--- src/rtl/cpu_pipe_pkg.sv ---
// Shared types for the pipelined core's issue scoreboard: writeback slot record,
// hazard-cause encoding and the latency clamp.
package cpu_pipe_pkg;

    localparam int MAXLAT_DEF = 8;
    localparam int AW_DEF     = 5;

    typedef struct packed {
        logic              valid;
        logic [AW_DEF-1:0] rd;
    } wb_slot_t;

    typedef enum logic [1:0] {
        HZ_RAW    = 2'd0,
        HZ_WAW    = 2'd1,
        HZ_STRUCT = 2'd2
    } hz_cause_e;

    // Zero-latency requests still need one cycle; anything beyond the line saturates.
    function automatic int clamp_lat(input int lat, input int maxlat);
        if (lat == 0)
            return 1;
        else if (lat > maxlat)
            return maxlat;
        else
            return lat;
    endfunction

endpackage

--- src/rtl/wb_slot_line.sv ---
// Writeback slot line: slot[k] moves to slot[k-1] each cycle, slot[1] is retiring.
// An insert lands directly in slot[ins_lat], overriding the shifted entry.
module wb_slot_line
    import cpu_pipe_pkg::*;
#(
    parameter int MAXLAT = MAXLAT_DEF,
    parameter int LW     = 4
) (
    input  logic                    Clk,
    input  logic                    Rst,
    input  logic                    ins_en,
    input  logic [LW-1:0]           ins_lat,
    input  logic [AW_DEF-1:0]       ins_rd,
    output wb_slot_t [MAXLAT:1]     slots,
    output logic [LW-1:0]           inflight
);

    wb_slot_t [MAXLAT:1] slot_q, slot_d;
    logic [LW-1:0]       inflight_q, inflight_d;

    always_comb begin
        slot_d     = '0;
        inflight_d = '0;
        for (int k = 1; k < MAXLAT; k++)
            slot_d[k] = slot_q[k+1];
        for (int k = 1; k <= MAXLAT; k++) begin
            if (ins_en && ins_lat == LW'(k)) begin
                slot_d[k].valid = 1'b1;
                slot_d[k].rd    = ins_rd;
            end
        end
        for (int k = 1; k <= MAXLAT; k++)
            inflight_d = inflight_d + LW'(slot_d[k].valid);
    end

    always_ff @(posedge Clk or negedge Rst) begin
        if (!Rst) begin
            slot_q     <= '0;
            inflight_q <= '0;
        end else begin
            slot_q     <= slot_d;
            inflight_q <= inflight_d;
        end
    end

    assign slots    = slot_q;
    assign inflight = inflight_q;

endmodule

--- src/rtl/pipe_scoreboard.sv ---
// Issue-stage hazard scoreboard: stalls on RAW, WAW and writeback-port collisions.
// Defining SCOREBOARD_STATS_EN adds saturating per-cause stall counters.
module pipe_scoreboard
    import cpu_pipe_pkg::*;
#(
    parameter int NREGS  = 32,
    parameter int AW     = 5,
    parameter int MAXLAT = MAXLAT_DEF,
    parameter int LW     = 4
) (
    input  logic          Clk,
    input  logic          Rst,
    input  logic          issue_valid,
    input  logic [AW-1:0] issue_rs,
    input  logic [AW-1:0] issue_rt,
    input  logic          issue_uses_rt,
    input  logic          issue_wr,
    input  logic [AW-1:0] issue_rd,
    input  logic [LW-1:0] issue_lat,
    input  logic          flush,
    output logic          issue_fire,
    output logic          stall,
    output logic          wb_valid,
    output logic [AW-1:0] wb_rd,
    output logic [LW-1:0] inflight
`ifdef SCOREBOARD_STATS_EN
    ,
    output logic [15:0]   stat_raw,
    output logic [15:0]   stat_waw,
    output logic [15:0]   stat_struct
`endif
);

    wb_slot_t [MAXLAT:1] slots;
    logic [NREGS-1:0]    busy_vec;
    logic [LW-1:0]       lat_eff;
    logic                wr_real;
    logic                struct_hit;
    logic [2:0]          hz_cause;
    logic                hazard;
    logic                ins_en;

    assign lat_eff = LW'(clamp_lat(int'(issue_lat), MAXLAT));
    assign wr_real = issue_wr && (issue_rd != '0);

    // slot[1] is excluded: its value reaches the datapath through WB forwarding.
    always_comb begin
        busy_vec   = '0;
        struct_hit = 1'b0;
        for (int r = 1; r < NREGS; r++)
            for (int k = 2; k <= MAXLAT; k++)
                if (slots[k].valid && slots[k].rd == AW'(r))
                    busy_vec[r] = 1'b1;
        for (int k = 2; k <= MAXLAT; k++)
            if (slots[k].valid && lat_eff == LW'(k - 1))
                struct_hit = 1'b1;
    end

    always_comb begin
        hz_cause            = '0;
        hz_cause[HZ_RAW]    = busy_vec[issue_rs] | (issue_uses_rt & busy_vec[issue_rt]);
        hz_cause[HZ_WAW]    = issue_wr & busy_vec[issue_rd];
        hz_cause[HZ_STRUCT] = wr_real & struct_hit;
    end

    assign hazard     = |hz_cause;
    assign issue_fire = issue_valid & ~flush & ~hazard;
    assign stall      = issue_valid & ~flush & hazard;
    assign ins_en     = issue_fire & wr_real;

    wb_slot_line #(
        .MAXLAT (MAXLAT),
        .LW     (LW)
    ) u_slot_line (
        .Clk      (Clk),
        .Rst      (Rst),
        .ins_en   (ins_en),
        .ins_lat  (lat_eff),
        .ins_rd   (issue_rd),
        .slots    (slots),
        .inflight (inflight)
    );

    assign wb_valid = slots[1].valid;
    assign wb_rd    = slots[1].rd;

`ifdef SCOREBOARD_STATS_EN
    logic [15:0] raw_cnt_q, waw_cnt_q, struct_cnt_q;

    always_ff @(posedge Clk or negedge Rst) begin
        if (!Rst) begin
            raw_cnt_q    <= '0;
            waw_cnt_q    <= '0;
            struct_cnt_q <= '0;
        end else if (stall) begin
            if (hz_cause[HZ_RAW] && raw_cnt_q != 16'hFFFF)
                raw_cnt_q <= raw_cnt_q + 16'd1;
            if (hz_cause[HZ_WAW] && waw_cnt_q != 16'hFFFF)
                waw_cnt_q <= waw_cnt_q + 16'd1;
            if (hz_cause[HZ_STRUCT] && struct_cnt_q != 16'hFFFF)
                struct_cnt_q <= struct_cnt_q + 16'd1;
        end
    end

    assign stat_raw    = raw_cnt_q;
    assign stat_waw    = waw_cnt_q;
    assign stat_struct = struct_cnt_q;
`endif

endmodule

--- config.mk ---
export PLATFORM = sky130hd
export DESIGN_NAME = pipe_scoreboard
export DESIGN_NICKNAME = d
export VERILOG_FILES = /design/src/rtl/cpu_pipe_pkg.sv /design/src/rtl/wb_slot_line.sv /design/src/rtl/pipe_scoreboard.sv
export SDC_FILE = /design/constraint.sdc
export NUM_CORES = 1
export LEC_CHECK = 0
export CAP_MARGIN = 20
export CORE_ASPECT_RATIO = 0.7
export CORE_MARGIN = 1
export CORE_UTILIZATION = 25
export DETAILED_ROUTE_END_ITERATION = 12
export HOLD_SLACK_MARGIN = 0.06
export PLACE_DENSITY = 0.44
export SLEW_MARGIN = 15
export SYNTH_ARGS = -nofsm -noshare
export SYNTH_HDL_FRONTEND = slang
export SYNTH_SLANG_ARGS = --single-unit
--- constraint.sdc ---
create_clock -name Clk -period 15.4 [get_ports Clk]
set_clock_uncertainty 0.05 [all_clocks]
set_input_delay 2.31 -clock Clk [delete_from_list [all_inputs] [get_ports Clk]]
set_output_delay 2.31 -clock Clk [all_outputs]
set_load 0.02 [all_outputs]
==> summary.txt, run 1 <==
Floorplan
  • Die Wd: 173.4 µm
  • Die area: 0.02116 mm²
  • Initial core utilization: 0.2576
  • Die Ht: 122.0 µm
  • Core area: 0.01996 mm²
  • # IOs: 37
  • Row cnt: 43

GRT
  • Initial antenna violation count: 0
  • Vias in the first global route: 5260
  • Global-route wire length before repair: 36070 µm
  • Largest net degree at the start of global routing: 53
  • GRT Overall Usage: 0.2311
  • Total gr overflow: 0

Timing
  • RSZ-0062 raised after global routing: false
  • Slew Limit Fails: 0
  • Fmax: 120.9 MHz
  • Final hold viol count: 0
  • Final setup TNS: 0 ps
  • Fin worst setup slack: 7127 ps
  • Least-Margin Pin Slew: 1226 ps
  • Final period util: 0.5372
  • Min Clock Period, post-route: 8273 ps
  • Final setup vio count: 0
  • Slew HR: 0.1750

Routing
  • Drt first-iter violations: 792
  • Via count: 5608
  • WL/cell: 28.69 µm
  • WL final: 24840 µm
  • Post-DR vias/cell: 6.476
  • # DRC: 0
  • Routed Antenna Nets: 0
  • Drt pass-1 iters: 7

Logic synthesis
  • Synth warn: 0
  • Post-synth top flop: dfrtp_1
  • Fraction of synthesized area in multiplexers: 0.1192
  • Synth Area in Simple Gates: 0.3608
  • Post-synthesis cell area: 0.005142 mm²
  • Synth cell count leaders: o22ai_1, nor2_1, dfrtp_1
  • Xor/xnor cell area share of the yosys netlist: 0.001703
  • Post-Synth Adder-Cell Area: 0.02287
  • FF+latch count, synth: 52
  • Post-Syn Nets: 630
  • Top cells by area, synth: dfrtp_1, o22ai_1, mux2_1, nor2_1, nand4b_1
  • EDFF count, synth: 0
  • Most frequent cell after synthesis: o22ai_1
  • Cell variety after synth: 67
  • Compound-Gate Fraction of Synth Area: 0.1813
  • FFs w/ async S/R, synth: 1.000
  • Register area share after synthesis: 0.2530
  • Largest family of logic cells by synthesized area: simple AND/OR/NAND/NOR gates
  • Post-Syn Instances: 598
  • Synth area leader: dfrtp_1
  • Area share of the largest cell type after synthesis: 0.2530
  • Mean Syn Cell Area: 8.599 µm²

Power
  • Power Density: 54.69 mW/mm²
  • Leak: 2.018 nW
  • Max IR drop VDD: 0.04911 mV

Critical path
  • CP Cell Sequence: clkdlybuf4s50_1, nor2_1, nand2_1, o21ai_4, or3_1, nor2b_1, o21ai_0, nor3_2, o211ai_4, nor2_1, clkdlybuf4s50_1
  • Flop2flop setup slack: 8670 ps
  • CP Class: in -> out
  • Worst-path fanout max: 17
  • Max incr delay on CP: 770 ps
  • Crit path buffers/inverters: 2
  • Worst EP arrival: 5910 ps
  • CP startpoint kind: primary input
  • CP max-delay cell: clkdlybuf4s50_1
  • Crit. End Element: output port
  • Reg2reg end: u_slot_line.inflight[2]
  • Top cell family by delay on the critical path: simple AND/OR/NAND/NOR gates
  • Critical Path RT: 13040 ps
  • RR Startpoint: u_slot_line.slots[42]
  • Worst Reg2Reg Path Length in Cells: 18

Outcome
  • Status: finished, final reports clean

Min path
  • Hold_sp: u_slot_line.slots[25]
  • Endpoint, Worst Hold: u_slot_line.slots[19]
  • WHS Path Cells: 1
  • Hold crit path type: reg -> reg

Clock network
  • Sink Count: 52
  • Post-CTS setup buffers: 0
  • CTS tree: done
  • Cts repair resizes: 0
  • H-tree depth: 2
  • CTS max path bufs: 2
  • Clock slew at reported path FFs: 70 ps
  • Clock tree root buffer cell: clkbuf_16
  • # hold bufs at CTS: 0
  • TritonCTS Buffers: 5
  • Latest clock arrival within the worst-skew pair: 290 ps

Run
  • Total of max-cap violations: 0

Placement
  • Port Buffers: 36
  • GPL Wtd Cong: 1.023
  • Worst slack, placed: 7157 ps
  • Post-DP HPWL: 18380 µm

Cells and area
  • Diodes inserted: 0
  • Nets@finish: 627
  • Synth-to-Final Area Change: 12.46%
  • Layout cells sized above 1: 0.1208
## placed cells by master, fill, tap and decap left out, types with 11 or more instances in the layout
cell type | netlist | layout
clkdlybuf4s50_1 | 0 | 35
dfrtp_1 | 52 | 52
mux2_1 | 26 | 26
nand2_1 | 31 | 31
nand2b_1 | 20 | 20
nand3_1 | 16 | 16
nand4_1 | 16 | 16
nand4b_1 | 22 | 22
nand4bb_1 | 13 | 13
nor2_1 | 57 | 57
nor2b_1 | 11 | 11
nor3_1 | 12 | 12
nor4_1 | 23 | 23
o22ai_1 | 89 | 89
## worst max path at each step
stage	start	slack, ps	depth (start not counted)	to
3_3_place_gp	issue_rd[3]	7280	11	stall
3_5_place_dp	issue_rd[0]	7160	19	u_slot_line.inflight[2]
4_1_cts	issue_rd[0]	7140	11	issue_fire
6_report	issue_rd[0]	7130	11	issue_fire
5_1_grt	issue_rd[0]	6870	11	issue_fire
2_1_floorplan	issue_rs[0]	8460	16	u_slot_line.inflight[2]
## report_power, final
group / switching, mW / leakage [nW] / internal, mW
combinational: 0.0364 / 1.23 / 0.0225
sequential: 0.00758 / 0.721 / 0.140
clock: 0.0494 / 0.0702 / 0.0605
## registers in the layout, summed over array words and instances, names as in the netlist
register	count
u_slot_line.slots	48
u_slot_line.inflight	4
## metal layers
layer,track usage,routed length (µm)
met1,0.3452,11250
met2,0.3030,9318
met3,0.07428,3468
met4,0.07633,811
met5,0,0
## metrics by stage
step	hold WS [ps]	util	instances	instance area, µm²	total power [mW]
finish	527.8	0.2897	866	5783	0.3163
global route	569.2	0.2897	866	5783	0.3301
CTS	542.2	0.2890	863	5768	0.3179
detailed placement	527.2	0.2816	855	5622	0.2075
global placement	521.1	0.2811	853	5612	0.2073
floorplan	460.0	-	598	5142	0.1821
## kinds of logic after synthesis
group,Yosys count
adders and majority gates,7
buffers and inverters,68
AOI/OAI and AO/OA,135
and+or+nand+nor,287
DFF,52
xor gates and xnor gates,1
muxes,48
## layout make-up
type,instances,area (µm²)
clock buffers,5,125.1
clock inverters,3,21.27
fillers,2124,14180
inverters,10,37.54
multi-input cells,478,3527
flip-flops and latches,52,1301
well taps,270,337.8
repair buffers,48,432.9
Power figures use the tool's default switching activity.
==> run 2: changes to the inputs <==
--- a/config.mk
+++ b/config.mk
@@ -11,7 +11,7 @@
 export CORE_UTILIZATION = 25
 export DETAILED_ROUTE_END_ITERATION = 12
 export HOLD_SLACK_MARGIN = 0.06
-export PLACE_DENSITY = 0.44
+export PLACE_DENSITY = 0.45
 export SLEW_MARGIN = 15
 export SYNTH_ARGS = -nofsm -noshare
 export SYNTH_HDL_FRONTEND = slang
==> constraint.sdc (replaced) <==
create_clock -name Clk -period 7.4 [get_ports Clk]
set_clock_uncertainty 0.05 [all_clocks]
set_input_delay 1.11 -clock Clk [delete_from_list [all_inputs] [get_ports Clk]]
set_output_delay 1.11 -clock Clk [all_outputs]
set_load 0.02 [all_outputs]
==> summary.txt, run 2 (same netlist as run 1, synthesis figures left out) <==
Power
  • Switching power: 195.2 µW
  • Comb pwr share: 0.195
  • Reg power frac: 0.464
  • Leak: 2.086 nW
  • Power Density: 112.3 mW/mm²
  • Cell Int Power: 466.1 µW
  • Max IR drop VDD: 0.07648 mV
  • Clock power share: 0.342
  • Sw Ratio: 0.2951

Clock network
  • # hold bufs at CTS: 0
  • CTS max path bufs: 2
  • H-tree depth: 2
  • Sink Count: 52
  • CTS tree: done
  • TritonCTS Buffers: 5
  • Cts repair resizes: 0
  • Latest clock arrival within the worst-skew pair: 290 ps
  • Clock tree root buffer cell: clkbuf_16
  • Clock slew at reported path FFs: 70 ps
  • Post-CTS setup buffers: 0

Cells and area
  • Max reg flops: 48
  • Filler cell count: 2142
  • Nets@finish: 640
  • Layout cells sized above 1: 0.1379
  • Final instance area: 0.005889 mm²
  • Synth-to-Final Area Change: 14.53%
  • Commonest non-fill, non-tap cell in the layout: o22ai_1
  • Commonest cells after routing, fill and taps aside: o22ai_1, nor2_1, dfrtp_1
  • Diodes inserted: 0

Floorplan
  • Die Wd: 173.4 µm
  • Row cnt: 43
  • Initial core utilization: 0.2576
  • Die area: 0.02116 mm²
  • Die Ht: 122.0 µm
  • # IOs: 37
  • Core area: 0.01996 mm²

Timing
  • Slew Limit Fails: 0
  • Fmax: 151.0 MHz
  • Final hold viol count: 0
  • Fin worst setup slack: 777.5 ps
  • Final period util: 0.8949
  • Final setup TNS: 0 ps
  • Least-Margin Pin Slew: 1144 ps
  • Slew HR: 0.2301
  • RSZ-0062 raised after global routing: false
  • Min Clock Period, post-route: 6622 ps
  • Final setup vio count: 0

Routing
  • WL/cell: 29.75 µm
  • Via count: 5577
  • # DRC: 0
  • Routed Antenna Nets: 0
  • Drt first-iter violations: 807
  • Drt pass-1 iters: 7
  • WL final: 26150 µm
  • Post-DR vias/cell: 6.345

Min path
  • Hold crit path type: reg -> reg
  • Endpoint, Worst Hold: u_slot_line.slots[13]
  • WHS Path Cells: 1
  • Hold_sp: u_slot_line.slots[19]

Critical path
  • Crit. End Element: flip-flop
  • CP startpoint kind: flip-flop
  • Critical Path RT: 7530 ps
  • Worst EP arrival: 6750 ps
  • Worst Reg2Reg Path Length in Cells: 18
  • CP Class: reg -> reg
  • Reg2reg end: u_slot_line.inflight[2]
  • Worst-path fanout max: 12
  • RR Startpoint: u_slot_line.slots[11]
  • Flop2flop setup slack: 780 ps

Placement
  • Worst slack, placed: 795.3 ps
  • Area after DPL: 0.005747 mm²
  • Post-DP HPWL: 19480 µm
  • Port Buffers: 36
  • GPL Wtd Cong: 1.009

GRT
  • GRT Overall Usage: 0.2457
  • Vias in the first global route: 5389
  • Largest net degree at the start of global routing: 53
  • Global-route wire length before repair: 37730 µm
  • Initial antenna violation count: 0
  • Total gr overflow: 0

Outcome
  • Status: finished, final reports clean

Run
  • Total of max-cap violations: 0
==> run 2: metal layers <==
metal,wire length (µm),GRT usage,up-vias
met3,3222,0.08614,50
li1,-,-,2345
met5,0,0,-
met1,12330,0.3622,2804
met2,9827,0.3240,378
met4,769,0.07854,0
==> run 2: area by class of cell <==
type | instances | area, µm² | area share
well taps | 270 | 337.8 | 0.05736
flip-flops and latches | 52 | 1301 | 0.2209
clock buffers | 6 | 128.9 | 0.02188
inverters | 10 | 37.54 | 0.006373
clock inverters | 2 | 13.76 | 0.002337
repair buffers | 61 | 543.0 | 0.09220
multi-input cells | 478 | 3527 | 0.5989
==> run 2: critical path: stages (launching register included) <==
cell      delay [ps]
dfrtp_1          600
nor4bb_1         240
a222oi_1         490
nor4b_2          860
o22ai_1          150
o211ai_1         200
a31oi_1          140
a211oi_2         560
o211ai_4         340
nor2_2           420
or2_2            200
ha_1             130
inv_1             50
fa_1             530
inv_1             50
fa_1             480
fa_1             470
fa_1             390
xor2_1           150
==> run 2: metrics by stage <==
stage                     power (mW)    util  std cells  hold slack (ps)
after floorplan               0.3789       -        598            460.0
after global placement        0.4376  0.2879        871            492.4
after detailed placement      0.4372  0.2879        871            502.7
after CTS                     0.6653  0.2951        879            519.0
after global routing          0.6907  0.2951        879            547.4
final                         0.6613  0.2951        879            516.4
==> run 2: how the worst max path moves through the flow <==
stage                          start                       to  depth (start not counted)
2_1_floorplan            issue_rs[0]  u_slot_line.inflight[2]                         16
3_3_place_gp             issue_rs[0]  u_slot_line.inflight[2]                         16
3_5_place_dp             issue_rd[0]  u_slot_line.inflight[2]                         20
4_1_cts        u_slot_line.slots[11]  u_slot_line.inflight[2]                         19
5_1_grt        u_slot_line.slots[11]  u_slot_line.inflight[2]                         18
6_report       u_slot_line.slots[11]  u_slot_line.inflight[2]                         18
==> run 2: power groups by stage <==
stage	sequential (mW)	clock (mW)	combinational (mW)
detailed placement	0.311	0	0.126
floorplan	0.303	0	0.0755
global placement	0.311	0	0.126
finish	0.307	0.226	0.129
global route	0.307	0.247	0.137
CTS	0.306	0.233	0.127
